### src/rtl/pipe_core_fwd.sv
// rtl/pipe_core_fwd.sv - 5-stage integer pipeline core with forwarding, load-use interlock and flush
// IF/ID -> ID/EX -> EX/MEM -> MEM/WB registers; the register file is written at the end of WB.

module pipe_core_fwd #(
  parameter int DWIDTH     = 32,
  parameter int IWIDTH     = 32,
  parameter int AWIDTH_MEM = 32,
  parameter int FWD_EN     = 1,
  parameter int CNT_WIDTH  = 16
) (
  input  logic                  d_clk,
  input  logic                  d_rst,
  input  logic                  d_i_flush,
  input  logic                  d_i_valid,
  input  logic [IWIDTH-1:0]     d_i_instr,
  output logic                  d_o_ready,
  output logic [AWIDTH_MEM-1:0] dm_o_addr,
  output logic [DWIDTH-1:0]     dm_o_wdata,
  output logic                  dm_o_we,
  output logic                  dm_o_re,
  input  logic [DWIDTH-1:0]     dm_i_rdata,
  output logic                  d_o_wb_valid,
  output logic [4:0]            d_o_wb_addr,
  output logic [DWIDTH-1:0]     d_o_wb_data,
  output logic                  d_o_stall,
  output logic [CNT_WIDTH-1:0]  d_o_retired
);

  localparam logic [5:0] OP_RTYPE = 6'b000000;
  localparam logic [5:0] OP_ADDI  = 6'b001000;
  localparam logic [5:0] OP_LW    = 6'b100011;
  localparam logic [5:0] OP_SW    = 6'b101011;

  typedef enum logic [2:0] {ALU_ADD, ALU_SUB, ALU_AND, ALU_OR, ALU_SLT} alu_op_t;

  logic              rst_synced;
  logic [DWIDTH-1:0] rf [32];

  logic              ifid_valid;
  logic [IWIDTH-1:0] ifid_instr;

  logic              idex_valid, idex_use_imm, idex_we, idex_load, idex_store;
  alu_op_t           idex_alu;
  logic [4:0]        idex_rs, idex_rt, idex_dest;
  logic [DWIDTH-1:0] idex_rs_val, idex_rt_val, idex_imm;

  logic              exmem_valid, exmem_we, exmem_load, exmem_store;
  logic [4:0]        exmem_dest;
  logic [DWIDTH-1:0] exmem_alu, exmem_sdata;

  logic              memwb_valid, memwb_we, memwb_load;
  logic [4:0]        memwb_dest;
  logic [DWIDTH-1:0] memwb_alu;

  logic [5:0]        id_op, id_funct;
  logic [4:0]        id_rs, id_rt, id_rd, id_dest;
  logic [DWIDTH-1:0] id_imm, id_rs_val, id_rt_val;
  logic              id_use_rs, id_use_rt, id_use_imm, id_wr, id_we, id_load, id_store;
  alu_op_t           id_alu;
  logic              hazard, stall, unused_instr;
  logic [DWIDTH-1:0] ex_a, ex_b, ex_opb, ex_res;

  assign id_op        = ifid_instr[31:26];
  assign id_rs        = ifid_instr[25:21];
  assign id_rt        = ifid_instr[20:16];
  assign id_rd        = ifid_instr[15:11];
  assign id_funct     = ifid_instr[5:0];
  assign id_imm       = {{(DWIDTH-16){ifid_instr[15]}}, ifid_instr[15:0]};
  assign unused_instr = ^ifid_instr;

  always_comb begin
    id_alu = ALU_ADD; id_use_rs = 1'b0; id_use_rt = 1'b0; id_use_imm = 1'b0;
    id_dest = 5'd0; id_wr = 1'b0; id_load = 1'b0; id_store = 1'b0;
    case (id_op)
      OP_RTYPE: begin
        id_use_rs = 1'b1; id_use_rt = 1'b1; id_dest = id_rd; id_wr = 1'b1;
        case (id_funct)
          6'b100000: id_alu = ALU_ADD;
          6'b100010: id_alu = ALU_SUB;
          6'b100100: id_alu = ALU_AND;
          6'b100101: id_alu = ALU_OR;
          6'b101010: id_alu = ALU_SLT;
          default: begin
            id_use_rs = 1'b0; id_use_rt = 1'b0; id_dest = 5'd0; id_wr = 1'b0;
          end
        endcase
      end
      OP_ADDI: begin id_use_rs = 1'b1; id_use_imm = 1'b1; id_dest = id_rt; id_wr = 1'b1; end
      OP_LW:   begin id_use_rs = 1'b1; id_use_imm = 1'b1; id_dest = id_rt; id_wr = 1'b1; id_load = 1'b1; end
      OP_SW:   begin id_use_rs = 1'b1; id_use_rt = 1'b1; id_use_imm = 1'b1; id_store = 1'b1; end
      default: ;
    endcase
  end

  // r0 is never written, so it never participates in hazards or forwarding.
  assign id_we = id_wr && (id_dest != 5'd0);

  assign d_o_wb_valid = memwb_valid && memwb_we;
  assign d_o_wb_addr  = memwb_dest;
  assign d_o_wb_data  = memwb_load ? dm_i_rdata : memwb_alu;

  always_comb begin
    id_rs_val = '0;
    id_rt_val = '0;
    if (id_rs != 5'd0) id_rs_val = (d_o_wb_valid && d_o_wb_addr == id_rs) ? d_o_wb_data : rf[id_rs];
    if (id_rt != 5'd0) id_rt_val = (d_o_wb_valid && d_o_wb_addr == id_rt) ? d_o_wb_data : rf[id_rt];
  end

  function automatic logic reads_reg(input logic [4:0] dest, input logic [4:0] rs, input logic [4:0] rt,
                                     input logic use_rs, input logic use_rt);
    return (use_rs && dest == rs) || (use_rt && dest == rt);
  endfunction

  always_comb begin
    hazard = 1'b0;
    if (FWD_EN != 0) begin
      hazard = idex_valid && idex_load && idex_we &&
               reads_reg(idex_dest, id_rs, id_rt, id_use_rs, id_use_rt);
    end else begin
      hazard = (idex_valid && idex_we && reads_reg(idex_dest, id_rs, id_rt, id_use_rs, id_use_rt)) ||
               (exmem_valid && exmem_we && reads_reg(exmem_dest, id_rs, id_rt, id_use_rs, id_use_rt)) ||
               (memwb_valid && memwb_we && reads_reg(memwb_dest, id_rs, id_rt, id_use_rs, id_use_rt));
    end
  end

  assign stall     = ifid_valid && hazard && !d_i_flush;
  assign d_o_stall = stall;
  assign d_o_ready = rst_synced && !stall && !d_i_flush;

  always_comb begin
    ex_a = idex_rs_val;
    ex_b = idex_rt_val;
    if (FWD_EN != 0) begin
      if (exmem_valid && exmem_we && !exmem_load && exmem_dest == idex_rs) ex_a = exmem_alu;
      else if (d_o_wb_valid && d_o_wb_addr == idex_rs)                     ex_a = d_o_wb_data;
      if (exmem_valid && exmem_we && !exmem_load && exmem_dest == idex_rt) ex_b = exmem_alu;
      else if (d_o_wb_valid && d_o_wb_addr == idex_rt)                     ex_b = d_o_wb_data;
    end
  end

  assign ex_opb = idex_use_imm ? idex_imm : ex_b;

  always_comb begin
    ex_res = '0;
    case (idex_alu)
      ALU_ADD: ex_res = ex_a + ex_opb;
      ALU_SUB: ex_res = ex_a - ex_opb;
      ALU_AND: ex_res = ex_a & ex_opb;
      ALU_OR:  ex_res = ex_a | ex_opb;
      ALU_SLT: ex_res = {{(DWIDTH-1){1'b0}}, ($signed(ex_a) < $signed(ex_opb))};
      default: ex_res = '0;
    endcase
  end

  assign dm_o_addr  = exmem_alu[AWIDTH_MEM-1:0];
  assign dm_o_wdata = exmem_sdata;
  assign dm_o_we    = exmem_valid && exmem_store;
  assign dm_o_re    = exmem_valid && exmem_load;

  always_ff @(posedge d_clk or negedge d_rst) begin
    if (!d_rst) begin
      rst_synced  <= 1'b0;
      ifid_valid  <= 1'b0; ifid_instr  <= '0;
      idex_valid  <= 1'b0; idex_alu    <= ALU_ADD; idex_use_imm <= 1'b0;
      idex_we     <= 1'b0; idex_load   <= 1'b0; idex_store  <= 1'b0;
      idex_rs     <= '0;   idex_rt     <= '0;   idex_dest   <= '0;
      idex_rs_val <= '0;   idex_rt_val <= '0;   idex_imm    <= '0;
      exmem_valid <= 1'b0; exmem_we    <= 1'b0; exmem_load  <= 1'b0; exmem_store <= 1'b0;
      exmem_dest  <= '0;   exmem_alu   <= '0;   exmem_sdata <= '0;
      memwb_valid <= 1'b0; memwb_we    <= 1'b0; memwb_load  <= 1'b0;
      memwb_dest  <= '0;   memwb_alu   <= '0;
      d_o_retired <= '0;
    end else begin
      rst_synced <= 1'b1;
      if (d_i_flush) begin
        ifid_valid <= 1'b0;
      end else if (!stall) begin
        ifid_valid <= d_i_valid && d_o_ready;
        ifid_instr <= d_i_instr;
      end
      // A stalled ID instruction leaves a bubble behind it in ID/EX.
      idex_valid   <= ifid_valid && !stall && !d_i_flush;
      idex_alu     <= id_alu;     idex_use_imm <= id_use_imm;
      idex_we      <= id_we;      idex_load    <= id_load;   idex_store <= id_store;
      idex_rs      <= id_rs;      idex_rt      <= id_rt;     idex_dest  <= id_dest;
      idex_rs_val  <= id_rs_val;  idex_rt_val  <= id_rt_val; idex_imm   <= id_imm;
      exmem_valid  <= idex_valid && !d_i_flush;
      exmem_we     <= idex_we;    exmem_load   <= idex_load; exmem_store <= idex_store;
      exmem_dest   <= idex_dest;  exmem_alu    <= ex_res;    exmem_sdata <= ex_b;
      memwb_valid  <= exmem_valid;
      memwb_we     <= exmem_we;   memwb_load   <= exmem_load;
      memwb_dest   <= exmem_dest; memwb_alu    <= exmem_alu;
      d_o_retired  <= d_o_retired + CNT_WIDTH'(memwb_valid);
    end
  end

  always_ff @(posedge d_clk or negedge d_rst) begin
    if (!d_rst) begin
      for (int i = 0; i < 32; i++) rf[i] <= '0;
    end else if (d_o_wb_valid) begin
      rf[d_o_wb_addr] <= d_o_wb_data;
    end
  end

endmodule

### config.mk
export PLATFORM = sky130hd
export DESIGN_NAME = pipe_core_fwd
export DESIGN_NICKNAME = d
export VERILOG_FILES = /design/src/rtl/pipe_core_fwd.sv
export SDC_FILE = /design/constraint.sdc
export NUM_CORES = 2
export LEC_CHECK = 0
export ABC_AREA = 1
export ABC_CLOCK_PERIOD_IN_PS = 9200
export CORE_MARGIN = 5
export CORE_UTILIZATION = 40
export CTS_BUF_LIST = sky130_fd_sc_hd__clkbuf_4 sky130_fd_sc_hd__clkbuf_8
export CTS_CLUSTER_SIZE = 40
export DETAILED_ROUTE_END_ITERATION = 8
export HOLD_SLACK_MARGIN = 0.1
export PLACE_DENSITY = 0.55
export SLEW_MARGIN = 0
export SYNTH_ARGS = -nofsm -noshare
export SYNTH_HDL_FRONTEND = slang
export SYNTH_SLANG_ARGS = --single-unit
### constraint.sdc
create_clock -name d_clk -period 9.2 [get_ports d_clk]
set_input_delay 1.38 -clock d_clk [delete_from_list [all_inputs] [get_ports d_clk]]
set_output_delay 1.38 -clock d_clk [all_outputs]
set_load 0.02 [all_outputs]
### After elaboration in Yosys (flattened, before gate mapping)

Cells that the tools add are included.

* register bits: 1290
* input port bits: 68
* output and inout bits: 122
* logic and storage cells: 168

* $add $sub $neg: 3
* $lt $le $gt $ge: 5
* eq/ne operators: 21
* muxes and demuxes: 33
* bitwise logic cells: 7
* reduce and logical (&&, ||, !) cells: 39

Operator list (number)
* $bwmux 1024: 1
* $mux 32: 15
* $bmux 32 s5: 2
* $demux 32 s5: 1
* $pmux 32 s5: 1
* $eq 6x6->1 const B: 7
* $eq 5x5->1: 8
* $add 32x32->32: 1
* $and 32x32->32: 1
* $lt 32x32->1: 1
* $or 32x32->32: 1
* $sub 32x32->32: 1
* $logic_and 1x1->1: 26
* $ge 6x6->1 const B: 3
* $not 5->6: 3
* $add 16x1->16: 1
* $reduce_bool 5->1: 3
* $pmux 3 s4: 1
* $pmux 5 s2: 1
* $eq 3x2->1 const B: 2
* $eq 6x4->1 const B: 1
* $logic_not 6->1: 1
* $lt 6x1->1 const B: 1
* $mux 1: 6
* 14 further kinds: 19

### Depth between registers and ports, before layout

* depth in word-level cells: 15
* gate-level depth with buffers: 28
* mapped depth without buffers: 25

### Worst setup path after synthesis

OpenSTA, ideal clock, no wires.

* kind: input to register
* from: input dm_i_rdata[29]
* to: register exmem_alu[30] (netlist: dm_o_addr[30])
* library setup time: 125 ps
* arrival: 3688 ps
* data required time: 9075 ps
* path slack: 5387 ps
* stages: 21
* path buffers: 0
* path through: inv_1 nand2_1 o21ai_2 clkinv_1 nand2_1 nand3_1 o21ai_0 nand2_1 nand2_1 inv_1 ha_1 inv_1 nand2_1 nor3_1 nand2_1 nor2_1 nand2_1 nand2_1 nand2_1 nand3_1 nand3_1

* word-level cells in the longest chain between the ends: 6
* elaborated cells between the ends (all ways): 9
* those cells by class: add/sub (2); mux (7)

RTL lines
* start: declaration: RTL line 21 `input logic [DWIDTH-1:0] dm_i_rdata,`
* $mux 32 *: RTL line 100 `assign d_o_wb_data = memwb_load ? dm_i_rdata : memwb_alu;`
* via d_o_wb_data[29]: RTL line 24 `output logic [DWIDTH-1:0] d_o_wb_data,`
* $mux 32: RTL line 137 `else if (d_o_wb_valid && d_o_wb_addr == idex_rt) ex_b = d_o_wb_data;`
* $mux 32: RTL line 136 `if (exmem_valid && exmem_we && !exmem_load && exmem_dest == idex_rt) ex_b = exmem_alu;`
* $mux 32: RTL line 141 `assign ex_opb = idex_use_imm ? idex_imm : ex_b;`
* $sub 32x32->32 / $add 32x32->32 (equally long branches): RTL line 147, 146
* $pmux 32 s5 *: RTL line 145 `case (idex_alu)`
* via ex_res[30]: RTL line 61 `logic [DWIDTH-1:0] ex_a, ex_b, ex_opb, ex_res;`
* end signal: assignment: RTL line 169 `exmem_dest <= '0; exmem_alu <= '0; exmem_sdata <= '0;`
* end signal: assignment: RTL line 189 `exmem_dest <= idex_dest; exmem_alu <= ex_res; exmem_sdata <= ex_b;`
* end: declaration: RTL line 49 `logic [DWIDTH-1:0] exmem_alu, exmem_sdata;`

Mark *: on every way through the listed nets, which the timed path passes. The rest lies on a longest branch.
A chain may end at the register's enable or synchronous reset.

### Worst setup path after layout

* from: register ifid_instr[19]
* to: output d_o_ready

* word-level cells in the longest chain between the ends: 9

RTL lines
* start: declaration: RTL line 40 `logic [IWIDTH-1:0] ifid_instr;`
* start signal: assignment: RTL line 179 `ifid_instr <= d_i_instr;`
* $eq 5x5->1
* $logic_and 1x1->1
* $logic_or 1x1->1
* $logic_and 1x1->1: RTL line 117 `hazard = idex_valid && idex_load && idex_we &&`
* $logic_and 1x1->1 (2 in a row): RTL line 126 `assign stall = ifid_valid && hazard && !d_i_flush;`
* $logic_not 1->1: RTL line 128 `assign d_o_ready = rst_synced && !stall && !d_i_flush;`
* $logic_and 1x1->1 (2 in a row): RTL line 128
* end: declaration: RTL line 16 `output logic d_o_ready,`

Every way passes these cells.

==> impl_metrics.toml <==
[status]
outcome = "completed"

[setup_path]
reg2regPathDepth = 20
crit_buf_inv = 3
worstReg2RegEnd = "dm_o_addr[30]$_DFF_PN0_"
path_max_fanout = 35
reg2reg_slack_ps = 3530
crit_arrival_ps = 4660
max_stage_delay_ps = 890
path_class = "reg2out"
crit_path_end_kind = "output port"
crit_required_ps = 7820
cp_common_cell = "nand2_1"
start_kind = "flip-flop"
crit_family = "buffers and inverters"
cp_slowest_cell = "inv_2"
path_cells = "inv_2 > nand2_1 > nand2_1 > nor4_1 > nand2_1 > nand2_1 > nand2_1 > buf_4 > nand2_2 > nor2_1 > clkdlybuf4s50_1"
worstReg2RegStart = "memwb_load$_DFF_PN0_"

[global_route]
overflow = 0
track_usage_pct = 33.7
antenna_found_initial = 18
grt_pass1_vias = 66714
grt_pass1_wl_um = 474000
grt_max_degree = 240

[die]
dieArea_mm2 = 0.190
coreArea_mm2 = 0.180
die_w_um = 435
die_height_um = 435
rows = 156
ioPinCount = 190
start_util_pct = 40.1

[timing]
setup_tns_ps = 0
min_period_ps = 6040
relSlewSlack_pct = 15.9
fin_crit_sh_pct = 65.6
skew_ps = 69.6
tightest_slew_ps = 1260
finalSetupViolCount = 0
hold_viol = 0
drv_slew = 0
max_freq_mhz = 166
rsz0062_at_grt = "no"

[clock_tree]
ctsHoldBuffers = 0
clock_tree.root_cell = "clkbuf_8"
cts.clk_slew.worst_paths_ps = 60
cts_buffer_depth = 3
htreeDepth = 4
cts_setup_buffers = 0
cts_tree = "built"
numClockSinks = 1290
clk_latency_ps = 1040
cts_buffers = 231
post_cts_resized = 0

[route]
drt-initial-drc-count = 9590
viasPerCell = 5.92
wl_um = 330000
drt_first_pass_iters = 7
wire_per_inst_um = 27.3
via_count = 71623
ant_nets = 0
drc = 0

[synthesis]
syn_inst = 9753
yosys.area.top_type = "dfrtp_1"
yosys.cell_count.top_type = "nand2_1"
ys_seq_area_share_pct = 44.6
avgSynthCellArea_um2 = 7.42
synth_common_cells = "nand2_1 (2193), o21ai_0 (1675), dfrtp_1 (1290), nand3_1 (1011), inv_1 (820)"
synth_edf_count = 0
syn-num-nets = 9921
yosysUniqueCellTypes = 48
yosysWarnings = 0
synthTopCellsByArea = "dfrtp_1 (45%), o21ai_0 (12%), nand2_1 (11%), nand3_1 (7.0%), o211ai_1 (5.7%)"
synth.top_cell.area_share_pct = 44.6
synth-main-ff-cell = "dfrtp_1"
ys_ff_latch = 1290
async_flop_share_pct = 100
netlist_area_mm2 = 0.0724

[min_path]
hp-class = "in2async"

[power_and_ir_drop]
powerDensity_mw_per_mm2 = 219
peakVddDrop_uv = 151
p_leak_nw = 38.6
power.total_mw = 17.8

[placed_design]
dp.cells = 11666
portBuffers = 189
gp_congestion = 0.975
placed_area_mm2 = 0.0759
dpl.hpwl_um = 199000

[flow_run]
cap_violations = 0

[finish]
fin_nets = 9697
area_growth_syn_to_layout_pct = 12.0
layoutNonFillerInstCount = 12095
design_area_mm2 = 0.0811
drive_gt1_share_pct = 7.57
## final cells by class
type                            count  area [um^2]
Multi-Input combinational cell   6780        34000
Inverter                          854         3220
Sequential cell                  1290        32300
Clock buffer                      388         4800
Fill cell                       18476        99300
Timing Repair Buffer              372         3420
Antenna cell                       10         25.0
Tap cell                         2370         2970
Clock inverter                     31          300
## worst max-delay path by stage
stage                                           from                      end  slack [ps]  cells after the start
after global placement                dm_i_rdata[29]  dm_o_addr[30]$_DFF_PN0_        3280                     22
final                     ifid_instr[19]$_DFFE_PN0P_                d_o_ready        3160                     11
after global routing      ifid_instr[19]$_DFFE_PN0P_                d_o_ready        2940                     11
after CTS                 ifid_instr[19]$_DFFE_PN0P_                d_o_ready        3160                     11
after floorplan                       dm_i_rdata[29]  dm_o_addr[30]$_DFF_PN0_        5390                     21
after detailed placement              dm_i_rdata[29]  dm_o_addr[30]$_DFF_PN0_        3310                     22
## worst register-to-register path, stage by stage (launching register included)
cell and delay [ps]:
dfrtp_4 570, buf_4 370, o21ai_2 1110, clkinv_1 680, nand2_1 200, nand3_1 190
o21ai_0 340, nand2_1 100, nand2_1 140, inv_1 70, ha_1 390, inv_1 260
nand2_1 160, nor3_1 300, nand2_1 120, nor2_1 130, nand2_1 90, nand2_1 80
nand2_1 50, nand3_1 80, nand3_1 90
## registers in the layout, summed over array words and instances (netlist names), 3 cells and up
| register | count |
|---|---|
| d_o_retired | 16 |
| d_o_wb_addr | 5 |
| dm_o_addr | 32 |
| dm_o_wdata | 32 |
| exmem_dest | 5 |
| idex_alu | 3 |
| idex_dest | 5 |
| idex_imm | 16 |
| idex_rs | 5 |
| idex_rs_val | 32 |
| idex_rt | 5 |
| idex_rt_val | 32 |
| ifid_instr | 32 |
| memwb_alu | 32 |
| rf | 1024 |
## where the power goes
| part | total (mW) | internal, mW | switching [mW] |
|---|---|---|---|
| registers | 6.45 | 5.98 | 0.473 |
| logic | 5.33 | 1.34 | 3.99 |
| clock network | 5.99 | 3.35 | 2.64 |
| total | 17.8 | 10.7 | 7.10 |
## placed cells by master (no fill, tap or decap), drive strengths merged, types with 7 or more instances in the layout
master	instances
nor3	38
or2	16
clkbuf	388
nor2	224
dfrtp	1290
diode	10
inv	832
o21ai	1783
nand2	2195
o21bai	12
a21boi	17
buf	184
a21oi	687
o22ai	7
nand3	1012
o211ai	554
xor2	22
nand4	57
ha	98
xnor2	7
clkinv	44
nor4	16
clkdlybuf4s50	188
## stage by stage
step	utilization (%)	setup WS, ps	hold WS, ps
final	44.9	3160	335
after global routing	44.9	2940	357
after CTS	44.9	3160	335
after detailed placement	42.1	3310	341
after global placement	42.1	3280	337
after floorplan	-	5390	331
## cells by family after synthesis
logic type      count (synthesis)  synth area share (%)
simple gates                 3563                  20.8
compound gates               3087                  23.5
buf+inv                      1683                  8.95
flops                        1290                  44.6
fa+ha+maj                     100                  1.75
xor+xnor                       29                 0.351
other cells                     1               0.00518
## layer usage
metal	vias up	track usage [%]	share of wire [%]
li1	32474	-	-
met1	34682	46.7	42
met2	3716	50.1	43
met3	751	7.10	9.7
met4	0	16.6	5.5
met5	-	0	0
(Power assumes the default switching activity.)
